### src/rtl/operand_fetch.sv
// Operand fetch stage: accepts one instruction, reads the synchronous register file,
// and presents the instruction a cycle later with x0-forced, write-back-bypassed operands.
module operand_fetch #(
   parameter int ADW = 5,
   parameter int DPW = 32,
   parameter int ILW = 32
) (
   input  logic           clk,
   input  logic           rst,
   input  logic           flush,
   input  logic           in_valid,
   output logic           in_ready,
   input  logic [ILW-1:0] in_instr,
   input  logic [DPW-1:0] in_pc,
   output logic [ADW-1:0] rf_addr_1,
   output logic [ADW-1:0] rf_addr_2,
   input  logic [DPW-1:0] rf_rd_1,
   input  logic [DPW-1:0] rf_rd_2,
   input  logic           wb_we,
   input  logic [ADW-1:0] wb_addr,
   input  logic [DPW-1:0] wb_data,
   output logic           out_valid,
   input  logic           out_ready,
   output logic [ILW-1:0] out_instr,
   output logic [DPW-1:0] out_pc,
   output logic [ADW-1:0] out_rd,
   output logic [DPW-1:0] out_rs1_val,
   output logic [DPW-1:0] out_rs2_val
);

   typedef enum logic [1:0] {
      IDLE  = 2'd0,
      FRESH = 2'd1,
      HELD  = 2'd2
   } state_t;

   state_t         state_r;
   state_t         state_next_s;
   logic [ILW-1:0] instr_r;
   logic [DPW-1:0] pc_r;
   logic           byp1_hit_r;
   logic           byp2_hit_r;
   logic [DPW-1:0] byp1_data_r;
   logic [DPW-1:0] byp2_data_r;
   logic [DPW-1:0] hold1_r;
   logic [DPW-1:0] hold2_r;
   logic [DPW-1:0] base1_s;
   logic [DPW-1:0] base2_s;
   logic [ADW-1:0] rs1_s;
   logic [ADW-1:0] rs2_s;
   logic           accept_s;
   logic           hold_en_s;

   // x0 reads as zero; a same-cycle write-back wins over the base operand.
   function automatic logic [DPW-1:0] resolve(
      input logic [ADW-1:0] rs,
      input logic [DPW-1:0] base,
      input logic           we,
      input logic [ADW-1:0] waddr,
      input logic [DPW-1:0] wdata
   );
      if (rs == {ADW{1'b0}}) begin
         return {DPW{1'b0}};
      end else if (we && (waddr == rs)) begin
         return wdata;
      end else begin
         return base;
      end
   endfunction

   assign rf_addr_1 = in_instr[19:15];
   assign rf_addr_2 = in_instr[24:20];
   assign rs1_s     = instr_r[19:15];
   assign rs2_s     = instr_r[24:20];
   assign out_valid = (state_r != IDLE);
   assign out_instr = instr_r;
   assign out_pc    = pc_r;
   assign out_rd    = instr_r[11:7];
   assign in_ready  = !flush && ((state_r == IDLE) || out_ready);
   assign accept_s  = in_valid && in_ready;
   assign hold_en_s = (state_r != IDLE) && !out_ready && !flush;

   // Next-state selection; flush overrides every other transition.
   always_comb begin
      state_next_s = state_r;
      if (flush) begin
         state_next_s = IDLE;
      end else if (accept_s) begin
         state_next_s = FRESH;
      end else if ((state_r != IDLE) && out_ready) begin
         state_next_s = IDLE;
      end else if (state_r == FRESH) begin
         state_next_s = HELD;
      end else begin
         state_next_s = state_r;
      end
   end

   // Base operand: register file (or its same-edge bypass) when fresh, hold registers when stalled.
   always_comb begin
      base1_s = hold1_r;
      base2_s = hold2_r;
      case (state_r)
         FRESH: begin
            base1_s = byp1_hit_r ? byp1_data_r : rf_rd_1;
            base2_s = byp2_hit_r ? byp2_data_r : rf_rd_2;
         end
         HELD: begin
            base1_s = hold1_r;
            base2_s = hold2_r;
         end
         default: begin
            base1_s = hold1_r;
            base2_s = hold2_r;
         end
      endcase
   end

   assign out_rs1_val = resolve(rs1_s, base1_s, wb_we, wb_addr, wb_data);
   assign out_rs2_val = resolve(rs2_s, base2_s, wb_we, wb_addr, wb_data);

   // State, held instruction, same-edge bypass capture and stall hold registers.
   always_ff @(posedge clk or posedge rst) begin
      if (rst) begin
         state_r     <= IDLE;
         instr_r     <= {ILW{1'b0}};
         pc_r        <= {DPW{1'b0}};
         byp1_hit_r  <= 1'b0;
         byp2_hit_r  <= 1'b0;
         byp1_data_r <= {DPW{1'b0}};
         byp2_data_r <= {DPW{1'b0}};
         hold1_r     <= {DPW{1'b0}};
         hold2_r     <= {DPW{1'b0}};
      end else begin
         state_r <= state_next_s;
         if (accept_s) begin
            instr_r     <= in_instr;
            pc_r        <= in_pc;
            byp1_hit_r  <= wb_we && (wb_addr == in_instr[19:15]);
            byp2_hit_r  <= wb_we && (wb_addr == in_instr[24:20]);
            byp1_data_r <= wb_data;
            byp2_data_r <= wb_data;
         end
         // Capturing the forwarded value also folds in any matching write this cycle.
         if (hold_en_s) begin
            hold1_r <= out_rs1_val;
            hold2_r <= out_rs2_val;
         end
      end
   end

endmodule

### config.mk
export PLATFORM = sky130hd
export DESIGN_NAME = operand_fetch
export DESIGN_NICKNAME = d
export VERILOG_FILES = /design/src/rtl/operand_fetch.sv
export SDC_FILE = /design/constraint.sdc
export NUM_CORES = 1
export LEC_CHECK = 0
export CAP_MARGIN = 10
export CORE_UTILIZATION = 49
export DETAILED_ROUTE_END_ITERATION = 10
export PLACE_DENSITY = 0.83
export SETUP_SLACK_MARGIN = 0.1
export SKIP_LAST_GASP = 1
export SYNTH_ARGS = -nofsm -noshare
export SYNTH_HDL_FRONTEND = slang
export SYNTH_SLANG_ARGS = --single-unit
### constraint.sdc
create_clock -name clk -period 10.4 [get_ports clk]
set_input_delay 2.08 -clock clk [delete_from_list [all_inputs] [get_ports clk]]
set_output_delay 2.08 -clock clk [all_outputs]
set_load 0.01 [all_outputs]
==> results.md <==
Status:
- The flow ran to the end, and the final reports show no timing, DRC or antenna violations.

Layout:
- The share of the core filled with cells in the final layout is 71.80%.
- The fill cell total of the finished layout is 1302.
- The post-route standard cell area excluding fillers is 12380 sq um.
- For this run, the number of standard cells in the final layout without fillers is 1336.
- The fraction of layout cells with a size suffix above 1 is 4.410%.
- The number of antenna diodes in the final layout is 0.
- Relative to the synthesized area, the layout overhead comes to 43.51%.
- The number of nets in the finished design is 1272.

Synthesis:
- The share of the Yosys chip area taken by registers is 47.59%.
- Yosys attributes the largest share of cell area to dfrtp_1 48%, mux2i_1 15%, mux2_1 13%, nand2_1 5.7%, o21ai_1 4.1%.
- The most repeated cell in the gate-level netlist after synthesis is dfrtp_1.
- The cell area that synthesis handed to floorplanning was 8623 sq um.
- The number of enable flip-flop cells after synthesis is 0.
- The share of flip-flops with an asynchronous set or reset after synthesis is 100.0%.
- The count of different cell masters after synthesis is 26.
- The most instantiated flip-flop cell in the synthesis netlist is dfrtp_1.
- The number of nets in the synthesized netlist is 1004.
- The post-synthesis cell type with the largest combined area is dfrtp_1.
- Synthesis produced 833 cells.
- The synthesized area per cell is 10.35 sq um.
- After synthesis the netlist holds a flip-flop and latch count of 164.
- Sorting the synthesized cells by how often they occur yields 164 x dfrtp_1, 130 x nand2_1, 128 x mux2i_1.
- The count of yosys warnings during synthesis is 0.
- The area share of the largest cell type after synthesis is 47.59%.

Global routing:
- The maximum number of pins on one net before global-route repair is 129.
- The total overflow left after global routing is 0.
- The initial antenna violation count was 0.
- The via count of the first global-routing pass is 7529.
- The total global-route track usage is 29.22%.
- The first global-routing pass estimated 40.33 mm of wire.

Detailed routing:
- The detailed router's first-iteration violation count is 348.
- Dividing the detail-routed via count by the number of cells gives 5.442.
- The first detailed-routing pass took 5 iterations.
- Dividing the detail-routed wire length by the instance count gives 19.41 um.
- The post-route DRC violation count is 0.
- For this block, the routed nets add up to 25.93 mm of wire.
- The remaining antenna violation count is 0.
- The total number of vias is 7270.

Hold path:
- The worst hold path terminates at hold1_r[27].
- The worst hold path stage count is 2.
- The launch point of the worst hold path is hold1_r[27].
- The class of the tightest hold or removal check is flop to flop.

Worst setup path:
- The cell depth of the worst flop-to-flop path is 5.
- The nature of the critical path endpoint is an output port.
- The worst register-to-register path begins at out_instr[20].
- Of all nets on the critical path, the largest fanout is 32.
- The register-to-register path setup slack is 7850 ps.
- The critical path class is primary input to output port.
- The kind of start point of the critical path is a primary input.
- The worst reg2reg path endpoint is hold2_r[6].
- STA puts the critical path data required time at 8320 ps.
- The endpoint arrival time on the critical path is 5050 ps.

STA:
- The maximum frequency from static timing analysis is 140.2 MHz.
- In the post-route analysis, the smallest setup slack over all paths is 3269 ps.
- Across all hold checks on the routed design, the worst slack comes to 484.8 ps.
- Setup repair after global routing left no endpoint under its margin.
- The number of failing hold endpoints at the final stage came to 0.
- The worst pin sits at a relative slew slack of 21.18%.
- The number of setup violations in the final report is 0.
- The shortest clock period the worst path allows after layout is 7131 ps.
- After routing, the total negative slack on setup checks comes to 0 ps.
- The slew of the pin with the lowest slew margin is 1182 ps.
- Across the routed clock network, the largest skew measured is 6.333 ps.
- The final count of pins violating max slew is 0.
- Of the available clock period, the critical path in the final layout requires 68.56%.

Clock tree:
- The total of cells resized after clock tree synthesis is 0.
- The clock transition at the register clock pins on the worst setup and hold paths after CTS is 60 ps.
- The buffer depth of the longest clock path is 2.
- TritonCTS built the clock tree.
- The number of clock sinks is 164.
- The number of buffers added by the clock tree synthesis step is 17.
- The root cell of the clock tree is clkbuf_16.
- The CTS H-tree depth is 4.
- Post-CTS timing repair inserted 0 buffers for setup.
- In this run, post-CTS hold repair placed 0 buffers.
- For the worst-skew pair, the clock arrives at the later sink with an insertion delay of 420 ps.

Place:
- The placement-stage cell area is 11700 sq um.
- The count of input and output buffers is 315.
- At the placement stage, the worst setup path has a slack of 3280 ps.
- The final weighted congestion in routability-driven placement is 0.8501.
- Detailed placement finished with a half-perimeter wire length of 17.54 mm.
- The number of placed cells counting well taps is 1307.

Die:
- The die is 134.7 um tall.
- Once the floorplan was initialized, standard cells occupied 50.03% of the core.
- The die boundary width is 134.7 um.
- For this design the top-level I/O count stands at 316.
- The die area is 18130 sq um.
- The placeable core region is 17240 sq um.
- The cell row count is 48.

Pwr:
- IR analysis of the VDD net gives a maximum drop of 0.0001119 V.
- The total power is 2.288 mW.
- The areal power density over the cells is 184.8 nW/um^2.
- The reported leakage power is 4.908 nW.

Flow run:
- Across the run, the number of max-cap violations was 0.
[layout make-up]
class | instances | area (sq um) | area share (%)
Clock buffer | 20 | 446.7 | 3.609
Clock inverter | 9 | 226.5 | 1.830
Inverter | 3 | 16.27 | 0.1314
Multi-Input combinational cell | 591 | 4078 | 32.95
Sequential cell | 164 | 4106 | 33.18
Tap cell | 225 | 281.5 | 2.275
Timing Repair Buffer | 324 | 3221 | 26.02
[report_power, final]
group | internal [mW] | switching [mW]
clock | 0.478 | 0.247
sequential | 0.774 | 0.0863
combinational | 0.381 | 0.322
total | 1.63 | 0.655
[routing by layer]
layer,track usage [%],share of wire [%],vias to the layer above
met3,6.344,6.5,57
met2,51.03,50,283
li1,-,-,3375
met5,0,0,-
met4,14.17,3.9,0
met1,34.03,39,3555
[worst max path at each step]
stage / start / to / slack (ps) / cells after the start
after global routing: wb_addr[0] / out_rs2_val[24] / 3080 / 7
after CTS: wb_addr[0] / out_rs2_val[24] / 3260 / 7
after detailed placement: wb_addr[0] / out_rs2_val[31] / 3280 / 7
final: wb_addr[0] / out_rs2_val[24] / 3270 / 7
after floorplan: rst / byp1_hit_r / 3890 / 1
after global placement: wb_addr[0] / out_rs2_val[24] / 3340 / 7
[cell families after synthesis]
kind of cell | synth area share (%)
DFF | 47.59
and+or+nand+nor | 9.692
xor gates and xnor gates | 2.031
muxes | 27.39
AOI/OAI and AO/OA | 7.777
buffers and inverters | 5.514
[registers in the layout (all words and copies together) (netlist names)]
register / cells
byp2_data_r: 32
hold1_r: 32
hold2_r: 32
out_instr: 32
out_pc: 32
state_r: 2
byp1_hit_r: 1
byp2_hit_r: 1
[placed cells by master (no fill, tap or decap)]
master           instances
o21ai_4                  1
nand2_1                130
or4_1                    2
clkdlybuf4s50_1        315
nor4_1                   4
or2_4                    1
clkbuf_1                 2
xor2_1                  16
o21ai_1                 68
or3_2                    1
bufinv_16                7
nand3b_1                 1
inv_6                    2
inv_2                    1
clkbuf_8                 1
dfrtp_1                162
mux2i_1                128
clkbuf_16               17
nand3_1                  2
o21ai_2                  1
o21ai_0                 63
inv_1                    1
clkinvlp_4               1
buf_4                    9
nor2_2                   2
dfrtp_2                  2
xnor2_1                  4
nor2_1                  67
and3_2                   2
a21oi_1                  1
nand2b_4                 1
mux2_1                  96
[worst max-delay path, cell delays in order]
cell	delay (ps)
clkdlybuf4s50_1	510
xor2_1	200
nor4_1	260
and3_2	980
mux2i_1	240
nor2_1	190
clkdlybuf4s50_1	560
(Power assumes the default switching activity.)
